## src/rtl/reg16_op_sequencer.sv

```systemverilog
// reg16_op_sequencer
//   Sequenced working register. Accepts one operation per InValid/InReady
//   handshake (NOP, LOAD, CLEAR, INC, DEC, and multi-cycle SHL/SHR/ROL),
//   holds the result, and drives a 3-bit status code for the downstream
//   display-line decoder.
//
// Ports
//   Clk       clock; all state updates on the rising edge
//   ResetN    synchronous active-low reset
//   InValid   op request valid
//   InReady   high only in IDLE; an op is accepted on InValid & InReady
//   Op        000 NOP, 001 LOAD, 010 CLEAR, 011 SHL, 100 SHR, 101 ROL,
//             110 INC, 111 DEC
//   Amount    shift/rotate count (SHL/SHR/ROL only)
//   DataIn    LOAD operand
//   DataOut   register contents
//   CarryOut  carry/borrow/last bit out of the most recent op
//   Busy      high while shifting
//   Done      one-cycle completion pulse
//   SZero/SOne/STwo  status code bits 0/1/2

module reg16_op_sequencer #(
    parameter int WIDTH = 16,
    parameter int AMT_W = 4
) (
    input  logic             Clk,
    input  logic             ResetN,
    input  logic             InValid,
    output logic             InReady,
    input  logic [2:0]       Op,
    input  logic [AMT_W-1:0] Amount,
    input  logic [WIDTH-1:0] DataIn,
    output logic [WIDTH-1:0] DataOut,
    output logic             CarryOut,
    output logic             Busy,
    output logic             Done,
    output logic             SZero,
    output logic             SOne,
    output logic             STwo
);

    localparam logic [1:0] ST_IDLE  = 2'd0;
    localparam logic [1:0] ST_SHIFT = 2'd1;
    localparam logic [1:0] ST_DONE  = 2'd2;

    localparam logic [2:0] OP_NOP   = 3'b000;
    localparam logic [2:0] OP_LOAD  = 3'b001;
    localparam logic [2:0] OP_CLEAR = 3'b010;
    localparam logic [2:0] OP_SHL   = 3'b011;
    localparam logic [2:0] OP_SHR   = 3'b100;
    localparam logic [2:0] OP_ROL   = 3'b101;
    localparam logic [2:0] OP_INC   = 3'b110;
    localparam logic [2:0] OP_DEC   = 3'b111;

    logic [1:0]       state;
    logic [AMT_W-1:0] count;
    logic [2:0]       shift_op;
    logic [WIDTH-1:0] data;
    logic             carry;
    logic             accept;
    logic             is_shift;
    logic [2:0]       status;

    assign InReady  = (state == ST_IDLE);
    assign Busy     = (state == ST_SHIFT);
    assign Done     = (state == ST_DONE);
    assign DataOut  = data;
    assign CarryOut = carry;
    assign accept   = InValid & InReady;
    assign is_shift = (Op == OP_SHL) || (Op == OP_SHR) || (Op == OP_ROL);

    always_ff @(posedge Clk) begin
        if (!ResetN) begin
            state    <= ST_IDLE;
            data     <= '0;
            carry    <= 1'b0;
            count    <= '0;
            shift_op <= OP_NOP;
        end else begin
            case (state)
                ST_IDLE: begin
                    if (accept) begin
                        if (is_shift && (Amount != '0)) begin
                            // Register is untouched at accept; the N steps
                            // all happen in SHIFT.
                            shift_op <= Op;
                            count    <= Amount;
                            state    <= ST_SHIFT;
                        end else begin
                            state <= ST_DONE;
                            case (Op)
                                OP_LOAD: begin
                                    data  <= DataIn;
                                    carry <= 1'b0;
                                end
                                OP_CLEAR: begin
                                    data  <= '0;
                                    carry <= 1'b0;
                                end
                                OP_SHL, OP_SHR, OP_ROL: begin
                                    carry <= 1'b0;
                                end
                                OP_INC: begin
                                    data  <= data + WIDTH'(1);
                                    carry <= (data == '1);
                                end
                                OP_DEC: begin
                                    data  <= data - WIDTH'(1);
                                    carry <= (data == '0);
                                end
                                default: begin
                                    // NOP: register and carry held
                                end
                            endcase
                        end
                    end
                end
                ST_SHIFT: begin
                    case (shift_op)
                        OP_SHL: begin
                            carry <= data[WIDTH-1];
                            data  <= {data[WIDTH-2:0], 1'b0};
                        end
                        OP_SHR: begin
                            carry <= data[0];
                            data  <= {1'b0, data[WIDTH-1:1]};
                        end
                        default: begin
                            carry <= data[WIDTH-1];
                            data  <= {data[WIDTH-2:0], data[WIDTH-1]};
                        end
                    endcase
                    count <= count - AMT_W'(1);
                    if (count == AMT_W'(1)) begin
                        state <= ST_DONE;
                    end
                end
                ST_DONE: begin
                    state <= ST_IDLE;
                end
                default: begin
                    state <= ST_IDLE;
                end
            endcase
        end
    end

    // Priority: SHIFT, DONE, idle-with-carry, idle-with-zero.
    always_comb begin
        status = 3'b000;
        if (state == ST_SHIFT) begin
            status = 3'b010;
        end else if (state == ST_DONE) begin
            status = 3'b011;
        end else if ((state == ST_IDLE) && carry) begin
            status = 3'b100;
        end else if ((state == ST_IDLE) && (data == '0)) begin
            status = 3'b001;
        end
    end

    assign {STwo, SOne, SZero} = status;

endmodule

```

## config.mk

```make
export PLATFORM = sky130hd
export DESIGN_NAME = reg16_op_sequencer
export DESIGN_NICKNAME = d
export VERILOG_FILES = /design/src/rtl/reg16_op_sequencer.sv
export SDC_FILE = /design/constraint.sdc
export NUM_CORES = 1
export LEC_CHECK = 0
export ABC_AREA = 0
export CAP_MARGIN = 20
export CELL_PAD_IN_SITES_DETAIL_PLACEMENT = 2
export CELL_PAD_IN_SITES_GLOBAL_PLACEMENT = 2
export CORE_UTILIZATION = 33
export DETAILED_ROUTE_END_ITERATION = 8
export GPL_TIMING_DRIVEN = 0
export MAX_ROUTING_LAYER = met4
export PLACE_DENSITY_LB_ADDON = 0.1
export SYNTH_ARGS = -nofsm -noshare
export SYNTH_HDL_FRONTEND = slang
export SYNTH_SLANG_ARGS = --single-unit
```

## constraint.sdc

```tcl
create_clock -name Clk -period 7.1 [get_ports Clk]
set_clock_uncertainty 0.1 [all_clocks]
set_input_delay 1.42 -clock Clk [delete_from_list [all_inputs] [get_ports Clk]]
set_output_delay 1.42 -clock Clk [all_outputs]
set_load 0.05 [all_outputs]
```

==> results of run 1 <==
metrics by stage:
step | instance area, µm² | setup slack [ns]
3_5_place_dp | 3249 | 2.306
6_report | 3321 | 2.566
5_1_grt | 3321 | 2.425
3_3_place_gp | 3249 | 2.335
2_1_floorplan | 2641 | 2.696
4_1_cts | 3321 | 2.603
placed cells by master (no fill, tap or decap), drive strengths merged, types with 6 or more instances in the layout:
cell type,synthesis,routed
o21ai,26,26
a22o,8,8
nor2,20,20
nand4,11,11
a31oi,8,8
mux2i,6,6
ha,9,9
dfxtp,26,26
clkbuf,17,20
mux2,14,14
or4,6,6
clkdlybuf4s50,0,48
nand3,10,10
nand2,28,28
nor4,12,12
nor3,12,12
and2,8,8
buf,15,15
inv,15,15
a21oi,18,18
sequential cells by signal, indices dropped and copies added (netlist names):
register / cells
DataOut: 16
count: 4
shift_op: 3
state: 2
CarryOut: 1
final timing paths:
path,start,to,cells past startpoint
worst max register to register,state[1],DataOut[10],9
worst min-delay path,count[3],count[3],2
worst max-delay path,Op[0],DataOut[6],12
worst min register to register,count[3],count[3],2
worst reg2reg max path: cells and delay by family, from the launching register on:
family | cells | cell delay (ns)
fa+ha+maj | 1 | 0.16
simple gates | 1 | 0.17
buf+inv | 4 | 1.43
compound gates | 3 | 0.42
flops | 1 | 0.35
power groups by stage:
| stage | Sequential, mW | Combinational (mW) | Clock, mW |
|---|---|---|---|
| 2_1_floorplan | 0.196 | 0.154 | 0 |
| 3_3_place_gp | 0.174 | 0.266 | 0 |
| 3_5_place_dp | 0.174 | 0.270 | 0 |
| 4_1_cts | 0.171 | 0.271 | 0.138 |
| 5_1_grt | 0.172 | 0.292 | 0.141 |
| 6_report | 0.171 | 0.272 | 0.134 |
metal layers:
metal / up-vias / share of wire, % / track usage [%]
met2: 59 / 50 / 47.37
li1: 1427 / - / -
met1: 1540 / 46 / 36.04
met4: 0 / 0.87 / 4.101
met5: - / 0 / -
met3: 6 / 3.0 / 2.261
layout make-up:
type	count	share of cell area, %
Multi-Input combinational cell	273	57.20
Buffer	32	4.974
Clock buffer	3	1.243
Inverter	15	1.696
Tap cell	102	3.843
Sequential cell	26	15.67
Timing Repair Buffer	48	14.47
Clock inverter	1	0.9043
cell families after synthesis:
kind of cell / after synthesis / share of synthesized area (%)
simple gates: 134 / 30.22
compound gates: 108 / 28.52
buf+inv: 47 / 8.384
flops: 26 / 19.71
mux: 20 / 8.243
fa+ha+maj: 9 / 4.263
xor+xnor: 2 / 0.6633
==> results summary, run 1 <==
The detailed-routing iteration count for the pre-antenna-repair pass came out at 4. In the post-synthesis netlist, the cell with the most instances is sky130_fd_sc_hd__nand2_1. The maximum ir drop on the vdd rail is 0.09296 mV. The power per unit of standard cell area is 173.6 nW/µm². The leakage dissipation is 1.145 nW. The final number of max-transition violations is 0. Synthesis inferred 26 register bits.

The slew at the pin with the worst max-slew slack came out at 0.8467 ns. The time the worst path needs with I/O delays and setup came out at 4.534 ns. The final global-route overflow total is 0.

Leaving out filler cells and counting taps, the final layout contains 500. The worst hold margin is 0.4336 ns. The post-synthesis sequential area ratio came out at 19.71%. After detailed routing, the average wire length per cell comes to 21.67 µm. The flow ran to the end, and the final reports show no timing, DRC or antenna violations. The critical path's largest stage delay is 0.72 ns.

Summed over all nets, the half-perimeter wirelength after detailed placement is 8101 µm. The design draws 0.5763 mW. By area the synthesized netlist is led by sky130_fd_sc_hd__dfxtp_1, sky130_fd_sc_hd__mux2_2, sky130_fd_sc_hd__o21ai_0, sky130_fd_sc_hd__ha_1, sky130_fd_sc_hd__nand2_1.

At the end of the flow, the number of nets in the layout was 434. Counting tap cells, the placed design contains a total of 496 instances. The max-cap violation count is 0. The vertical extent of the die is 91.47 µm. The number of buffers added for setup after CTS came out at 0. At the worst endpoint, the arrival time is 4.62 ns. The fraction of layout cells with a size suffix above 1 is 11.81%.

The warning count from the yosys run came out at 0. The instance count of the mapped netlist came out at 346. The number of buffers and inverters on the critical path is 4. The area share of the largest cell type after synthesis is 19.71%. The initial core utilization is 34.18%. The initial antenna violation count came to 0. Pin placement for this block handled 49 I/O pins.

The remaining number of nets flagged by the antenna check after routing came out at 0. The die covers 8366 µm². The highest-delay cell along the critical path is sky130_fd_sc_hd__clkdlybuf4s50_1. The via-per-instance ratio is 6.064. The type of the setup path with the least slack is in2reg.

Buffers placed on the I/O ports in this run total 48. CTS built an H-tree with a depth of 1. Adding up every negative setup slack in the final design gives 0 ns. TritonCTS built the clock tree. Sorting the synthesized cells by how often they occur yields sky130_fd_sc_hd__nand2_1, sky130_fd_sc_hd__dfxtp_1, sky130_fd_sc_hd__o21ai_0. In this design, the largest share of critical-path delay is due to buffers and inverters. Setup repair after global routing left no endpoint under its margin. The TritonCTS buffer count is 3. The number of filler instances in the final layout came out at 918. The area added between synthesis and finish is 25.72%. In the synthesized netlist the dominant register cell turns out to be sky130_fd_sc_hd__dfxtp_1. Of the total power, the share spent switching nets is 42.42%. The clock network fraction of design power came out at 23.2%.

The highest achievable clock rate came out at 0.2206 GHz. In this run, distinct cell masters in the synthesized netlist total 71. The hold buffer count at CTS is 0. The number of synthesized flops with an enable pin came out at 0. The number of placement rows is 32. The largest net degree at the start of global routing came out at 16. The core occupancy in the finished layout came out at 42.97%. The number of gates resized after CTS was 0. The total wire length came out at 10840 µm. In this run the cell area of the synthesized design comes to 2641 µm². Data on the critical path is required at its endpoint by 7.19 ns.

For this run, asynchronously set or reset flops after synthesis account for 0%. The total global routing track utilization came out at 27.63%. In this run the horizontal extent of the chip is 91.47 µm. The number of nets produced by synthesis is 381. The multi-input combinational cells in the finished layout cover a total of 1899 µm². The DRC violation count after routing is 0.

After floorplanning, the core was sized to cover 7727 µm². The global-route wire length before repair is 17660 µm. The share of the cycle needed by the critical path after routing came out at 63.86%.

The worst slew margin relative to its limit came out at 43.03%. The final number of hold-violating endpoints is 0. The initial DRC count came out at 147. The signal on the critical path passes through clkdlybuf4s50_1 > nand3_4 > inv_2 > buf_6 > buf_4 > xnor2_1 > ha_1 > nor4_2 > nand2_1 > o32a_1 > a22o_1 > o31a_1. Along the worst path, the maximum fanout reaches 11. The clock reaches the later pin of the worst-skew pair after 0.28 ns.

The share of total power dissipated in sequential elements is 29.7%. STA classifies the critical path startpoint as an input port. For this block, the via count after detailed routing is 3032. The global placement routability congestion came out at 0.9022. The mean cell area of the mapped netlist is 7.634 µm². The worst setup path is captured at a flip-flop. The setup slack on the worst flop-to-flop path is 4.34 ns. The maximum buffer depth of the clock tree is 2. Internal power comes to 0.3318 mW. The most area-hungry cell type in the Yosys netlist is sky130_fd_sc_hd__dfxtp_1. The via count of the first global-routing pass was 3135. The switching component of the power came out at 0.2445 mW. In this run, the combinational gates consume 47.1% of the power. In this run the clock root is driven by a sky130_fd_sc_hd__clkbuf_8. The area taken by flip-flops and latches is 520.5 µm². The worst hold path class is reg2reg. The post-CTS clock slew at the launch and capture registers of the worst setup and hold paths is 0.11 ns.

The diode insertion count for antenna repair came out at 0. The final setup violation count came out at 0. The number of clock sinks is 26.
No activity file was read; power rests on OpenSTA's default activity.
==> inputs of run 2 (changes only) <==
--- a/config.mk
+++ b/config.mk
@@ -9,7 +9,7 @@
 export CAP_MARGIN = 20
 export CELL_PAD_IN_SITES_DETAIL_PLACEMENT = 2
 export CELL_PAD_IN_SITES_GLOBAL_PLACEMENT = 2
-export CORE_UTILIZATION = 33
+export CORE_UTILIZATION = 27
 export DETAILED_ROUTE_END_ITERATION = 8
 export GPL_TIMING_DRIVEN = 0
 export MAX_ROUTING_LAYER = met4
==> constraint.sdc (replaced) <==
create_clock -name Clk -period 3.7 [get_ports Clk]
set_clock_uncertainty 0.1 [all_clocks]
set_input_delay 0.74 -clock Clk [delete_from_list [all_inputs] [get_ports Clk]]
set_output_delay 0.74 -clock Clk [all_outputs]
set_load 0.05 [all_outputs]
==> results summary, run 2 (synthesis gave the netlist of run 1 again) <==
The flow ran to the end, and the final reports show no timing, DRC or antenna violations. The diode insertion count for antenna repair is 0 (unchanged). The largest net degree at the start of global routing came to 16 (unchanged). The count of nets after finishing is 434 (unchanged).

The final global-route overflow total came out at 0 (unchanged). The global placement routability congestion came out at 0.8351 (-7.4%). The worst endpoint data arrival time was 3.61 ns (-1.01 ns). The detailed-route via count is 3031 (-0.033%). The detailed-routing iteration count for the pre-antenna-repair pass was 4 (unchanged). The per-cell routed wire length is 21.53 µm (-0.63%).

The time the worst path needs with I/O delays and setup came out at 3.562 ns. The number of flip-flops under the largest register name is 16 (unchanged). The required time of the critical path is 3.75 ns (-3.44 ns).

The power after layout is 1.123 mW (+95%). Leaving out fill and tap cells, the most frequent cell in the layout is sky130_fd_sc_hd__clkdlybuf4s50_1. The maximum net fanout on the critical path is 11 (unchanged). From synthesis to final layout, the design area changed by 27.81%.

The startpoint of the worst-slack reg-to-reg timing path is state[1]. The hold buffer count at CTS is 0 (unchanged). The highest achievable clock rate came out at 0.2808 GHz. The die width came out at 100.9 µm (+10%). The number of clock sinks is 26 (unchanged). The setup slack on the worst flop-to-flop path came out at 0.79 ns (-3.55 ns). The final setup violation count was 0 (unchanged). The number of placement rows came out at 35 (+9.4%). The via count of the first global-routing pass came out at 3263 (+4.1%). The slew at the pin with the worst max-slew slack is 1.088 ns (+0.2417 ns). The number of buffers added for setup after CTS was 0 (unchanged). The area inside the core boundary is 9371 µm² (+21%). The I/O pin total came out at 49 (unchanged).

The power per unit of standard cell area came out at 332.8 nW/µm² (+92%). The vertical extent of the die came to 100.9 µm (+10%). The via-per-instance ratio is 5.751 (-5.2%). The endpoint identified for the worst register-to-register timing path is DataOut[5]. The worst hold margin is 0.4542 ns (+0.02054 ns). The post-CTS clock slew at the launch and capture registers of the worst setup and hold paths is 0.12 ns (about the same). The global-route wire length before repair was 17910 µm (+1.4%). The fraction of layout cells with a size suffix above 1 came out at 12.56% (+0.75 points). The die footprint is 10180 µm² (+22%). Setup repair after global routing left no endpoint under its margin. The final number of max-transition violations came out at 0 (unchanged). For hold timing, the worst endpoint is count[3]. The clock network latency to the later pin of the worst-skew pair came out at 0.30 ns (+0.02 ns).

The count of input and output buffers is 48 (unchanged). Of the available clock period, the critical path in the final layout requires 96.26%. The leakage dissipation is 1.167 nW (+1.9%). The remaining number of nets flagged by the antenna check after routing was 0 (unchanged).

The total global routing track utilization is 24.04% (-3.6 points). The tightest min-delay check is of the reg2reg type. The total wire length is 11350 µm (+4.7%). The TritonCTS buffer count was 3 (unchanged). The critical path in this run is classified as in2reg. The DRC violation count after routing came out at 0 (unchanged).

The library cells used most frequently in the layout, excluding fill and tap cells, are sky130_fd_sc_hd__clkdlybuf4s50_1, sky130_fd_sc_hd__nand2_1, sky130_fd_sc_hd__dfxtp_1. The maximum buffer depth of the clock tree came out at 2 (unchanged). The depth of the most critical reg-to-reg path came out at 8 (-1). The worst slew margin relative to its limit is 26.88% (-16 points). The number of stages on the worst hold path came to 2 (unchanged). The kind of end point of the critical path is a flip-flop.

The final number of hold-violating endpoints is 0 (unchanged). The maximum ir drop on the vdd rail is 0.2078 mV (+120%). TritonCTS built the clock tree. The detailed placer's ending HPWL is 8232 µm (+1.6%). STA classifies the critical path startpoint as an input port. In this run the most critical hold path is launched from count[3]. The depth of the CTS H-tree came out at 1 (unchanged).

The initial DRC count is 116 (-21%). The initial antenna violation count was 0 (unchanged). The max-cap violation count is 0 (unchanged). The initial core utilization came to 28.18% (-6.0 points). The quantity of gates resized following cts is 2 (+2).

In this run the clock root is driven by a sky130_fd_sc_hd__clkbuf_8.
run 2: cell count changes in the layout (fill, tap and decap cells not counted), sizes merged:
| cell | delta |
|---|---|
| clkdlybuf4s50 | -3 |
| dlygate4sd2 | +2 |
| dlymetal6s2s | +1 |
run 2: critical path, stage by stage:
cell and delay, ns:
sky130_fd_sc_hd__clkdlybuf4s50_1 0.50, sky130_fd_sc_hd__buf_6 0.15, sky130_fd_sc_hd__nand3_4 0.12, sky130_fd_sc_hd__inv_2 0.12
sky130_fd_sc_hd__buf_6 0.14, sky130_fd_sc_hd__buf_4 0.21, sky130_fd_sc_hd__ha_1 0.32, sky130_fd_sc_hd__a21oi_1 0.29
sky130_fd_sc_hd__o21ai_0 0.15, sky130_fd_sc_hd__a31o_1 0.24, sky130_fd_sc_hd__a2111oi_1 0.44, sky130_fd_sc_hd__a311oi_1 0.18
run 2: worst max-delay path by stage:
| stage | endpoint | slack [ns] | startpoint |
|---|---|---|---|
| floorplan | STwo | 0.67 | state[1] |
| global placement | DataOut[6] | -0.34 | Op[1] |
| detailed placement | DataOut[6] | -0.37 | Op[0] |
| CTS | SZero | 0.03 | DataOut[11] |
| global route | STwo | 0.01 | state[1] |
| finish | DataOut[15] | 0.14 | Op[2] |
run 2: per-stage QoR:
step,utilization [%],area [µm²],setup TNS (ns),setup WS (ns),std cells
CTS,35.83,3358,0,0.02960,527
finish,36.02,3376,0,0.1385,527
floorplan,-,2648,0,0.6670,346
detailed placement,35.10,3289,-2.273,-0.3659,523
global placement,35.10,3289,-2.572,-0.3372,523
global route,36.02,3376,0,0.01295,527
run 2: area by class of cell:
class                   count  area, µm²
clock buffers               3      41.29
plain buffers              32      165.2
inverters                  15      56.30
repair buffers             48      480.5
well taps                 129      161.4
fillers                  1120       5996
flip-flops and latches     26      520.5
clock inverters             1      30.03
multi-input cells         273       1921
run 2: metal layers:
metal	vias to the layer above	routed length, µm	GRT usage [%]
li1	1420	-	-
met1	1513	5277	30.65
met2	80	5444	40.41
met3	18	369	1.803
met4	0	256	7.581
met5	-	0	-
run 2: where the power goes:
part	internal (mW)	switching [mW]	total [mW]
clock network	0.146	0.122	0.267
logic	0.191	0.336	0.526
registers	0.302	0.0280	0.330
total	0.638	0.485	1.12
==> inputs of run 3 (changes only) <==
--- a/config.mk
+++ b/config.mk
@@ -11,9 +11,8 @@
 export CELL_PAD_IN_SITES_GLOBAL_PLACEMENT = 2
 export CORE_UTILIZATION = 27
 export DETAILED_ROUTE_END_ITERATION = 8
-export GPL_TIMING_DRIVEN = 0
 export MAX_ROUTING_LAYER = met4
-export PLACE_DENSITY_LB_ADDON = 0.1
+export PLACE_DENSITY = 0.78
 export SYNTH_ARGS = -nofsm -noshare
 export SYNTH_HDL_FRONTEND = slang
 export SYNTH_SLANG_ARGS = --single-unit
==> results summary, run 3 (synthesis gave the netlist of run 1 again) <==
The detailed placer's ending HPWL was 7752 µm (-5.8%). The worst setup path is launched from a flip-flop. The number of filler instances in the final layout came out at 1125 (+0.45%).

The final number of hold-violating endpoints was 0 (unchanged). The I/O pin total is 49 (unchanged). The slew at the pin with the worst max-slew slack came out at 0.8392 ns (-0.2491 ns). The die footprint came to 10180 µm² (unchanged). The worst hold path begins at count[3]. The total wire length came out at 10470 µm (-7.8%). TritonCTS built the clock tree.

The diode insertion count for antenna repair came out at 0 (unchanged). The endpoint identified for the worst register-to-register timing path is DataOut[10]. The worst slew margin relative to its limit is 43.99% (+17 points). The detailed-route via count was 2973 (-1.9%). The fraction of layout cells with a size suffix above 1 is 15.31% (+2.7 points). The maximum buffer depth of the clock tree is 2 (unchanged). The number of placement rows was 35 (unchanged).

The DRC violation count after routing came to 0 (unchanged). The quantity of gates resized following cts came to 0 (-2). In this run the critical register-to-register path is launched from state[0].

The power per unit of standard cell area came to 327.5 nW/µm² (-1.6%). In the layout the commonest cells are sky130_fd_sc_hd__clkdlybuf4s50_1, sky130_fd_sc_hd__nand2_1, sky130_fd_sc_hd__dfxtp_1, sky130_fd_sc_hd__buf_4, sky130_fd_sc_hd__o21ai_0. The global-route wire length before repair is 17270 µm (-3.6%). The final global-route overflow total is 0 (unchanged). The count of nets after finishing came out at 428 (-1.4%). The required time of the critical path is 2.86 ns (-0.89 ns). The setup path with the least slack is of type reg2out.

The highest achievable clock rate is 0.2891 GHz (+3.0%). The leakage dissipation is 1.181 nW (+1.2%). The flow ran to the end, and the final reports show no timing, DRC or antenna violations. The setup slack on the worst flop-to-flop path is 1.31 ns (+0.52 ns). The initial antenna violation count is 0 (unchanged). The maximum net fanout on the critical path is 14 (+3). The area inside the core boundary is 9371 µm² (unchanged). The worst endpoint data arrival time came to 2.62 ns (-0.99 ns).

The global placement routability congestion is 0.8431 (+0.96%). The area growth from synthesis to layout is 28.56%. The clock network latency to the later pin of the worst-skew pair is 0.28 ns (-0.02 ns). The total global routing track utilization is 22.39% (-1.6 points). STA classifies the critical path endpoint as a primary output. The depth of the most critical reg-to-reg path is 6 (-2). The path with the worst hold slack has its endpoint at count[3].

The accumulated negative setup slack came out at 0 ns (unchanged). The count of input and output buffers is 48 (unchanged). The post-placement worst setup slack came out at 0.2861 ns (+0.6520 ns). The worst hold path class is reg2reg.

The maximum ir drop on the vdd rail is 0.1586 mV (-24%). The remaining number of nets flagged by the antenna check after routing is 0 (unchanged). The share of the cycle needed by the critical path after routing is 93.48% (-2.8 points).

The final setup violation count is 0 (unchanged). The die width came out at 100.9 µm (unchanged). Leaving out fill and tap cells, the most frequent cell in the layout is sky130_fd_sc_hd__clkdlybuf4s50_1.

The post-CTS clock slew at the launch and capture registers of the worst setup and hold paths came to 0.11 ns (about the same). The final setup slack of the worst path is 0.2411 ns (+0.1026 ns). The largest net degree at the start of global routing is 25 (+9). The per-cell routed wire length is 20.09 µm (-6.7%). The depth of the CTS H-tree came to 1 (unchanged). The number of buffers added for setup after CTS is 0 (unchanged). The number of clock sinks came out at 26 (unchanged). The initial core utilization came to 28.18% (unchanged).

The max-cap violation count is 0 (unchanged). Clock tree synthesis selected as its root buffer the cell sky130_fd_sc_hd__clkbuf_8. The number of stages on the worst hold path came out at 2 (unchanged). The time the worst path needs with I/O delays and setup is 3.459 ns (-0.1026 ns). The vertical extent of the die came to 100.9 µm (unchanged). The number of flip-flops under the largest register name came to 16 (unchanged). The via count of the first global-routing pass came out at 3176 (-2.7%). Setup repair after global routing left no endpoint under its margin. The TritonCTS buffer count was 3 (unchanged). The via-per-instance ratio was 5.706 (-0.78%). The initial DRC count is 150 (+29%).

The hold buffer count at CTS came out at 0 (unchanged). The detailed-routing iteration count for the pre-antenna-repair pass is 4 (unchanged). The final number of max-transition violations came out at 0 (unchanged).
-- run 3: cell type report --
class | count | area, µm² | area share, %
timing repair buffer | 74 | 675.6 | 19.90
inverter | 15 | 56.30 | 1.658
clock buffer | 3 | 41.29 | 1.216
sequential | 26 | 520.5 | 15.33
tap | 129 | 161.4 | 4.753
multi-input combinational | 273 | 1911 | 56.26
clock inverter | 1 | 30.03 | 0.8843
-- run 3: per-layer routing --
layer / vias to the layer above / wire length [µm] / global-route usage (%)
li1: 1406 / - / -
met5: - / 0 / -
met2: 63 / 5004 / 37.93
met4: 0 / 107 / 3.790
met1: 1495 / 4981 / 29.33
met3: 9 / 372 / 2.011
-- run 3: worst max path at each step --
| stage | startpoint | end | slack, ns | cells after the start |
|---|---|---|---|---|
| after global routing | DataOut[7] | SZero | 0.1 | 5 |
| after global placement | Op[1] | DataOut[6] | 0.37 | 8 |
| final | DataOut[7] | SZero | 0.24 | 5 |
| after detailed placement | Op[0] | DataOut[15] | 0.29 | 9 |
| after floorplan | state[1] | STwo | 0.67 | 5 |
| after CTS | DataOut[7] | SZero | 0.21 | 5 |
-- run 3: per-stage QoR --
stage | utilization (%) | hold slack (ns) | area, µm² | total power, mW | std cells
5_1_grt | 36.24 | 0.4812 | 3396 | 1.176 | 521
3_5_place_dp | 35.47 | 0.4355 | 3324 | 0.8634 | 517
2_1_floorplan | - | 0.3799 | 2648 | 0.6723 | 346
6_report | 36.24 | 0.4471 | 3396 | 1.112 | 521
4_1_cts | 36.24 | 0.4571 | 3396 | 1.123 | 521
3_3_place_gp | 35.47 | 0.4020 | 3324 | 0.8449 | 517
-- run 3: critical path, cell delays in order (launching register included) --
cell	delay, ns
sky130_fd_sc_hd__dfxtp_1	0.49
sky130_fd_sc_hd__nor4_4	0.38
sky130_fd_sc_hd__nand4_1	0.22
sky130_fd_sc_hd__nor4_1	0.28
sky130_fd_sc_hd__o21ba_2	0.16
sky130_fd_sc_hd__clkdlybuf4s50_1	0.80
-- run 3: power by group --
part           switching (mW)  internal (mW)  total, mW
Combinational           0.321          0.201      0.522
Clock                   0.109          0.145      0.255
Sequential             0.0333          0.302      0.335
Total                   0.464          0.648       1.11
